[src/rtl/simpleton_io_display_if.sv]
// ---------------------------------------------------------------------------
// simpleton_io_display_if
// Memory-bus bundle from the simpleton CPU core to its display/snoop
// peripheral.
//   bus_addr  [7:0]  memory address (EndMem)
//   bus_din   [7:0]  store data (AC output)
//   bus_write        memory write strobe
//   cpu_ea    [2:0]  CPU control state, 3'b101 = HLT
// master: the CPU side (drives everything); slave: the snooper (observes).
// ---------------------------------------------------------------------------
interface simpleton_io_display_if;
    logic [7:0] bus_addr;
    logic [7:0] bus_din;
    logic       bus_write;
    logic [2:0] cpu_ea;

    modport master (
        output bus_addr,
        output bus_din,
        output bus_write,
        output cpu_ea
    );

    modport slave (
        input  bus_addr,
        input  bus_din,
        input  bus_write,
        input  cpu_ea
    );
endinterface

[src/rtl/simpleton_io_display.sv]
// ---------------------------------------------------------------------------
// simpleton_io_display
// Snoops the simpleton CPU memory bus, shadows stores into the RAM window
// (addr[7]=1), counts them, tracks HLT, and drives a time-multiplexed
// 4-digit hex 7-segment display.
// Ports:
//   clk, rst        clock, asynchronous active-high reset
//   bus (slave)     bus_addr, bus_din, bus_write, cpu_ea
//   view     [1:0]  display page select (asynchronous to the scan)
//   seg      [6:0]  shared segments {a..g}, bit6 = a
//   dp              decimal point of the enabled digit
//   an       [3:0]  one-hot digit enable, an[0] = rightmost digit
//   wr_count [7:0]  saturating RAM-window store count
//   halted          registered (cpu_ea == 3'b101)
// ---------------------------------------------------------------------------
module simpleton_io_display #(
    parameter int SCAN_DIV       = 50000,
    parameter bit SEG_ACTIVE_LOW = 1'b0,
    parameter bit AN_ACTIVE_LOW  = 1'b0
) (
    input  logic                   clk,
    input  logic                   rst,
    simpleton_io_display_if.slave  bus,
    input  logic [1:0]             view,
    output logic [6:0]             seg,
    output logic                   dp,
    output logic [3:0]             an,
    output logic [7:0]             wr_count,
    output logic                   halted
);

    localparam logic [19:0] PRE_TC  = 20'(SCAN_DIV - 1);
    localparam logic [6:0]  SEG_INV = {7{SEG_ACTIVE_LOW}};
    localparam logic [3:0]  AN_INV  = {4{AN_ACTIVE_LOW}};
    localparam logic [2:0]  EA_HLT  = 3'b101;

    // Hex digit to abcdefg, active-high.
    function automatic logic [6:0] hex_to_seg(input logic [3:0] nib);
        logic [6:0] s;
        case (nib)
            4'h0: s = 7'h7E;  4'h1: s = 7'h30;  4'h2: s = 7'h6D;  4'h3: s = 7'h79;
            4'h4: s = 7'h33;  4'h5: s = 7'h5B;  4'h6: s = 7'h5F;  4'h7: s = 7'h70;
            4'h8: s = 7'h7F;  4'h9: s = 7'h7B;  4'hA: s = 7'h77;  4'hB: s = 7'h1F;
            4'hC: s = 7'h4E;  4'hD: s = 7'h3D;  4'hE: s = 7'h4F;  4'hF: s = 7'h47;
            default: s = 7'h00;
        endcase
        return s;
    endfunction

    logic [7:0]  r_slot [4];
    logic [7:0]  r_last_addr;
    logic [7:0]  r_last_data;
    logic [7:0]  r_wr_count;
    logic        r_halted;
    logic [19:0] r_pre;
    logic [1:0]  r_idx;
    logic [1:0]  r_view_meta;
    logic [1:0]  r_view_sync;
    logic [6:0]  r_seg;
    logic        r_dp;
    logic [3:0]  r_an;

    logic        w_cap;
    logic        w_tc;
    logic [1:0]  w_idx_nxt;
    logic [15:0] w_page;
    logic [3:0]  w_nib;
    logic [3:0]  w_an_dec;

    // Refresh decode: page word, digit nibble and one-hot enable for the next digit.
    always_comb begin
        w_cap     = bus.bus_write & bus.bus_addr[7];
        w_tc      = (r_pre == PRE_TC);
        w_idx_nxt = r_idx + 2'd1;
        case (r_view_sync)
            2'd0:    w_page = {r_last_addr, r_last_data};
            2'd1:    w_page = {r_slot[1], r_slot[0]};
            2'd2:    w_page = {r_slot[3], r_slot[2]};
            2'd3:    w_page = {r_wr_count, 4'h0, 1'b0, bus.cpu_ea};
            default: w_page = 16'h0000;
        endcase
        w_nib = w_page[{w_idx_nxt, 2'b00} +: 4];
        case (w_idx_nxt)
            2'd0:    w_an_dec = 4'b0001;
            2'd1:    w_an_dec = 4'b0010;
            2'd2:    w_an_dec = 4'b0100;
            2'd3:    w_an_dec = 4'b1000;
            default: w_an_dec = 4'b0001;
        endcase
    end

    // Bus snoop: RAM-window shadow slots, last store, saturating count, halt flag.
    always_ff @(posedge clk or posedge rst) begin
        if (rst) begin
            for (int i = 0; i < 4; i++) begin
                r_slot[i] <= 8'h00;
            end
            r_last_addr <= 8'h00;
            r_last_data <= 8'h00;
            r_wr_count  <= 8'h00;
            r_halted    <= 1'b0;
        end else begin
            r_halted <= (bus.cpu_ea == EA_HLT);
            if (w_cap) begin
                r_slot[bus.bus_addr[1:0]] <= bus.bus_din;
                r_last_addr               <= bus.bus_addr;
                r_last_data               <= bus.bus_din;
                if (r_wr_count != 8'hFF) begin
                    r_wr_count <= r_wr_count + 8'd1;
                end
            end
        end
    end

    // Two-flop synchronizer for the asynchronous page select.
    always_ff @(posedge clk or posedge rst) begin
        if (rst) begin
            r_view_meta <= 2'd0;
            r_view_sync <= 2'd0;
        end else begin
            r_view_meta <= view;
            r_view_sync <= r_view_meta;
        end
    end

    // Scan prescaler, digit index and display output register.
    // seg/dp/an load together on the refresh edge from the new index; the
    // nibble comes from pre-capture register values, so a simultaneous store
    // only shows on a later refresh.
    always_ff @(posedge clk or posedge rst) begin
        if (rst) begin
            r_pre <= 20'd0;
            r_idx <= 2'd0;
            r_seg <= 7'b1111110 ^ SEG_INV;
            r_dp  <= 1'b0 ^ SEG_ACTIVE_LOW;
            r_an  <= 4'b0001 ^ AN_INV;
        end else if (w_tc) begin
            r_pre <= 20'd0;
            r_idx <= w_idx_nxt;
            r_seg <= hex_to_seg(w_nib) ^ SEG_INV;
            r_dp  <= ((w_idx_nxt == 2'd0) & r_halted) ^ SEG_ACTIVE_LOW;
            r_an  <= w_an_dec ^ AN_INV;
        end else begin
            r_pre <= r_pre + 20'd1;
        end
    end

    assign seg      = r_seg;
    assign dp       = r_dp;
    assign an       = r_an;
    assign wr_count = r_wr_count;
    assign halted   = r_halted;

endmodule
[src/flat_wrapper.sv]
// flat-port wrapper written by rule: the top's interface ports become plain ports
module simpleton_io_display_flat 
#(
    parameter int SCAN_DIV       = 50000,
    parameter bit SEG_ACTIVE_LOW = 1'b0,
    parameter bit AN_ACTIVE_LOW  = 1'b0
)
  (clk, rst, view, seg, dp, an, wr_count, halted, bus_bus_addr, bus_bus_din, bus_bus_write, bus_cpu_ea);
  simpleton_io_display_if bus_i ();
  input  logic clk;
  input  logic rst;
  input  logic [1:0] view;
  output logic [6:0] seg;
  output logic dp;
  output logic [3:0] an;
  output logic [7:0] wr_count;
  output logic halted;
  input wire logic [$bits(bus_i.bus_addr)-1:0] bus_bus_addr;
  input wire logic [$bits(bus_i.bus_din)-1:0] bus_bus_din;
  input wire logic [$bits(bus_i.bus_write)-1:0] bus_bus_write;
  input wire logic [$bits(bus_i.cpu_ea)-1:0] bus_cpu_ea;
  assign bus_i.bus_addr = bus_bus_addr;
  assign bus_i.bus_din = bus_bus_din;
  assign bus_i.bus_write = bus_bus_write;
  assign bus_i.cpu_ea = bus_cpu_ea;
  simpleton_io_display #(.SCAN_DIV(SCAN_DIV), .SEG_ACTIVE_LOW(SEG_ACTIVE_LOW), .AN_ACTIVE_LOW(AN_ACTIVE_LOW)) u_core (.clk(clk), .rst(rst), .bus(bus_i), .view(view), .seg(seg), .dp(dp), .an(an), .wr_count(wr_count), .halted(halted));
endmodule
[config.mk]
export PLATFORM = sky130hd
export DESIGN_NAME = simpleton_io_display_flat
export DESIGN_NICKNAME = d
export VERILOG_FILES = /design/src/rtl/simpleton_io_display_if.sv /design/src/rtl/simpleton_io_display.sv /design/src/flat_wrapper.sv
export SDC_FILE = /design/constraint.sdc
export NUM_CORES = 1
export LEC_CHECK = 0
export BUFFER_PORTS_ARGS = -buffer_cell sky130_fd_sc_hd__buf_2
export CORE_MARGIN = 2
export CORE_UTILIZATION = 59
export DETAILED_ROUTE_END_ITERATION = 16
export GPL_ROUTABILITY_DRIVEN = 0
export PLACE_DENSITY_LB_ADDON = 0.12
export SLEW_MARGIN = 20
export SYNTH_ARGS = -nofsm -noshare
export SYNTH_HDL_FRONTEND = slang
export SYNTH_SLANG_ARGS = --single-unit
[constraint.sdc]
create_clock -name clk -period 3.5 [get_ports clk]
set_input_delay 0.525 -clock clk [delete_from_list [all_inputs] [get_ports clk]]
set_output_delay 0.525 -clock clk [all_outputs]
set_load 0.005 [all_outputs]
=== Word level (Yosys, flattened, before mapping) ===
Memory sizes are Yosys's and may differ from the RTL's. A register that Yosys moved wholly into a read port is not among the register bits.
Index checks and enable logic that the tools add are counted.

* Memories kept: 1
* Memory bits (read-only): 112
* Input port bits: 24
* Flip-flop bits (word level): 88
* Output and inout port bits: 21

* Reductions and logical operators: 4
* Mux-type cells: 6
* Eq/ne operators: 9
* Bitwise operators: 3
* Shift-type cells: 1
* Magnitude comparators: 2
* Add/sub/neg operators: 3

{| class="wikitable"
|+ Memory list
! name !! words !! width !! read ports !! clocked after memory_dff !! wr ports !! line !! RTL
|-
| (no name shown) || 16 || 7 || 1 || 1 || 0 || simpleton_io_display.sv:40 || <nowiki>case (nib)</nowiki>
|}

{| class="wikitable"
|+ Operators by type and width
! operator !! count
|-
| one-hot mux 16 bit (4 select lines) || 1
|-
| bitwise mux 32 bit || 1
|-
| adder 20 x 1 -> 20 bit, second input constant || 1
|-
| equality test 20 x 16 -> 1 bit, second input constant || 1
|-
| 2-to-1 mux 20 bit || 1
|-
| demux 8 bit (select 2 bit) || 1
|-
| one-hot mux 4 bit (4 select lines) || 1
|-
| indexed part select 16 x 5 -> 4 bit || 1
|-
| adder 8 x 1 -> 8 bit, second input constant || 1
|-
| equality test 2 bit, second input constant || 4
|-
| 2-to-1 mux 8 bit || 1
|-
| != test 8 bit, second input constant || 1
|-
| equality test 2 x 1 -> 1 bit, second input constant || 2
|-
| zero test 2 bit || 2
|-
| equality test 3 bit, second input constant || 1
|-
| >= comparator 3 bit, second input constant || 1
|-
| less-than comparator 3 x 1 -> 1 bit, second input constant || 1
|-
| inverter 2 -> 3 bit || 1
|-
| adder 2 x 1 -> 2 bit, second input constant || 1
|-
| AND 1 bit || 2
|-
| AND reduction 2 bit || 1
|-
| logical AND 1 bit || 1
|}

=== Depth between registers and ports, before layout ===
* Word-level depth: 6
* Mapped depth: 12

=== Least setup slack after synthesis ===
No wires, ideal clock.

* Kind: register to register
* Start: register u_core.r_idx[0]
* End: register u_core.r_seg[3], in the netlist u_core.seg[3]
* Required time: 3,406 ps
* Arrival: 2,825 ps
* Path slack: 581 ps
* Clock period less this slack: 2,919 ps
* Setup time: 94 ps
* Stages on the path, launching flop included: 12
* Cells stage by stage: dfrtp_1 -> buf_2 -> inv_1 -> ha_1 -> clkbuf_1 -> nand2b_1 -> o22ai_1 -> nor3b_1 -> inv_1 -> ha_1 -> mux2_2 -> o311ai_2

* Longest elaborated chain between the ends: 2

{| class="wikitable"
|+ RTL lines
! element !! line !! RTL
|-
| start: declaration || simpleton_io_display.sv:56 || <nowiki>logic [1:0] r_idx;</nowiki>
|-
| start signal: assignment || simpleton_io_display.sv:139 || <nowiki>r_idx <= w_idx_nxt;</nowiki>
|-
| adder 2 x 1 -> 2 bit || simpleton_io_display.sv:74 || <nowiki>w_idx_nxt = r_idx + 2'd1;</nowiki>
|-
| via u_core.w_idx_nxt[0] || simpleton_io_display.sv:65 || <nowiki>logic [1:0] w_idx_nxt;</nowiki>
|-
| indexed part select 16 x 5 -> 4 bit || simpleton_io_display.sv:82 || <nowiki>w_nib = w_page[{w_idx_nxt, 2'b00} +: 4];</nowiki>
|-
| end: declaration || simpleton_io_display.sv:59 || <nowiki>logic [6:0] r_seg;</nowiki>
|}

The timed path passes the listed nets, and every way through them passes these cells.
A chain may end at the register's enable or synchronous reset.

=== Worst setup path after layout ===
Ends and elaborated chain as after synthesis.

==> impl_metrics.env <==
export IMPL_clockBufferDepth=2
export IMPL_gr_usage_met1=0.3285
export IMPL_placedInstanceArea_sq_mm=0.004928
export IMPL_vdd_drop_max_v=0.0003154
export IMPL_tritoncts="built"
export IMPL_reg2reg_from="u_core.r_idx[0]"
export IMPL_worst_slew_margin_rel=0.3990
export IMPL_hold_buffers=0
export IMPL_synth_distinct_cells=54
export IMPL_overflow=0
export IMPL_fmax_mhz=338.9
export IMPL_grt_pass1_wl_um=14770
export IMPL_synthesis_instances=366
export IMPL_outcome="finished, final reports clean"
export IMPL_synthTopCellsByCount="88 x dfrtp_1, 50 x mux2_2, 33 x nand2_1"
export IMPL_diodes=0
export IMPL_post_cts_buffers=0
export IMPL_yosysTopAreaCell="dfrtp_1"
export IMPL_fp_dieArea_sq_mm=0.008511
export IMPL_cts_root_buf="clkbuf_8"
export IMPL_drc=0
export IMPL_synth_area_leaders="dfrtp_1 48%, mux2_2 12%, mux4_2 5.4%"
export IMPL_finalHoldViolations=0
export IMPL_cts_made_buffers=9
export IMPL_clkTransAtPathRegs_ps=90
export IMPL_period_needed_ps=2951
export IMPL_grtUsageMet2=0.3456
export IMPL_die_w_um=92.26
export IMPL_worstHoldPathType="in2reg"
export IMPL_cts_max_level=3
export IMPL_syn_nets=404
export IMPL_viasPerCell=5.708
export IMPL_cts_sinks=95
export IMPL_max_cap_violations=0
export IMPL_reg2reg_slack_ps=550
export IMPL_coreArea_sq_mm=0.007647
export IMPL_start_util=0.6009
export IMPL_r2r_end="u_core.seg[3]"
export IMPL_leakage_nw=2.299
export IMPL_swShare=0.2710
export IMPL_ios=45
export IMPL_clk_latency_ps=370
export IMPL_synthFlopType="dfrtp_1"
export IMPL_skew_ps=11.56
export IMPL_antenna_found_initial=0
export IMPL_die_h_um=92.26
export IMPL_crit_required_ps=3770
export IMPL_grt_start_max_net_pins=54
export IMPL_setup_tns_final_ps=0
export IMPL_ys_async_sr_fraction=1.000
export IMPL_p_total_mw=2.529
export IMPL_grt_pass1_vias=2937
export IMPL_synth_area_sq_mm=0.004596
export IMPL_setup_violations=0
export IMPL_io_buffers=44
export IMPL_drive_gt1_frac=0.3469
export IMPL_r2r_cells=9
export IMPL_yosysSeqAreaShare=0.5192
export IMPL_yosysWarnings=0
export IMPL_fillCellCount=597
export IMPL_worst_setup_path_end_kind="register"
export IMPL_num_rows=32
export IMPL_seqPwrFrac=0.536
export IMPL_met3_usage=0.04437
export IMPL_power_share_clock=0.296
export IMPL_cts_resized=0
export IMPL_track_usage=0.2258
export IMPL_powerDensity_mw_per_mm2=492.7
export IMPL_vias=2968
export IMPL_busiest_layer="met2"
export IMPL_dp_final_hpwl_um=6308
export IMPL_routed_wl_um=8857
export IMPL_synth_top_cell_area_share=0.4792
export IMPL_slew_viol_final=0
export IMPL_worstSetupStartpoint="u_core.r_idx[0]"
export IMPL_rsz0062_at_grt="no"
export IMPL_p_sw_mw=0.6854
export IMPL_crit_fanout=11
export IMPL_synth_seq_cells=95
export IMPL_drt_iter0_drc=128
export IMPL_worstSetupPathType="reg2reg"
export IMPL_critical_path_arrival_ps=3220
export IMPL_ant_nets=0
export IMPL_yosysMostFrequentCell="dfrtp_1"
export IMPL_p_int_mw=1.844
export IMPL_synth_edf_count=0
export IMPL_syn_avg_cell_area_sq_um=12.56
export IMPL_num_nets_final=452
export IMPL_finalCritPeriodShare=0.8432
export IMPL_first_pass_iters=4
export IMPL_worstSetupEndpoint="u_core.seg[3]"
export IMPL_worst_slew_pin_slew_ps=900.4
export IMPL_wl_per_cell_um=17.03
export IMPL_start_kind="register"
export IMPL_design_area_sq_mm=0.005134
export IMPL_syn2layout_area_growth_pct=11.71
export IMPL_p_comb_frac=0.168
[placed cells by master, fill, tap and decap left out, types with 7 or more instances in the layout]
cell type,netlist,routed
xnor2_1,20,20
inv_1,13,12
xor2_1,7,7
buf_2,4,44
ha_1,14,14
dfrtp_1,88,88
nor2_1,20,20
mux4_2,11,11
nand4_1,8,8
nand2_1,33,33
clkbuf_8,0,11
nand3_1,10,10
dfstp_2,7,7
mux2_2,50,50
[critical path, cell delays in order, from the launching register on]
cell,delay [ps]
dfrtp_1,590
inv_1,230
ha_1,510
nand2_1,190
o211ai_2,360
inv_1,170
ha_1,310
a21boi_0,130
o211ai_1,230
o311ai_2,130
[worst min-delay path by stage]
stage,startpoint,end,slack (ps),depth (start not counted)
2_1_floorplan,u_core.r_view_meta[0],u_core.r_view_sync[0],330,0
3_5_place_dp,u_core.r_view_meta[0],u_core.r_view_sync[0],340,0
5_1_grt,view[0],u_core.r_view_meta[0],240,1
6_report,view[1],u_core.r_view_meta[1],260,1
3_3_place_gp,u_core.r_view_meta[0],u_core.r_view_sync[0],330,0
4_1_cts,view[1],u_core.r_view_meta[1],250,1
[final cells by class]
class / count / area [sq um] / area share
Sequential cell: 95 / 2386 / 0.4648
Clock inverter: 4 / 53.80 / 0.01048
Tap cell: 102 / 127.6 / 0.02486
Multi-Input combinational cell: 246 / 2095 / 0.4080
Timing Repair Buffer: 49 / 270.3 / 0.05264
Inverter: 13 / 50.05 / 0.009749
Clock buffer: 11 / 151.4 / 0.02949
[flip-flops by register name, summed over array words and instances (netlist names), 4 cells and up]
signal and count:
u_core.seg 7, u_core.an 4, u_core.wr_count 8, u_core.r_pre 20, u_core.r_last_addr 8, u_core.r_last_data 8
u_core.r_slot 32
[per-layer routing]
| layer | routed length, um | up-vias |
|---|---|---|
| li1 | - | 1404 |
| met1 | 4217 | 1487 |
| met2 | 4205 | 61 |
| met3 | 253 | 16 |
| met4 | 180 | 0 |
| met5 | 0 | - |
[kinds of logic after synthesis]
group | Yosys count | synth area share
adders and majority gates | 14 | 0.03812
DFF | 95 | 0.5192
muxes | 65 | 0.1851
buffers and inverters | 25 | 0.02641
AOI/OAI and AO/OA | 36 | 0.06589
and+or+nand+nor | 104 | 0.1138
xor gates and xnor gates | 27 | 0.05146
[power by group through the flow]
stage | Sequential, mW | Combinational [mW] | Clock, mW
floorplan | 1.33 | 0.319 | 0
global placement | 1.37 | 0.416 | 0
detailed placement | 1.38 | 0.428 | 0
CTS | 1.35 | 0.431 | 0.762
global route | 1.37 | 0.469 | 0.804
finish | 1.36 | 0.426 | 0.748
[through the flow]
stage / utilization / cells / hold slack [ps] / setup slack [ps]
floorplan: - / 366 / 331.2 / 509.6
global placement: 0.6445 / 505 / 332.5 / 637.1
detailed placement: 0.6445 / 505 / 335.6 / 566.4
CTS: 0.6713 / 520 / 251.7 / 522.3
global route: 0.6713 / 520 / 244.5 / 293.5
finish: 0.6713 / 520 / 259.7 / 548.9
(Power assumes the default switching activity.)
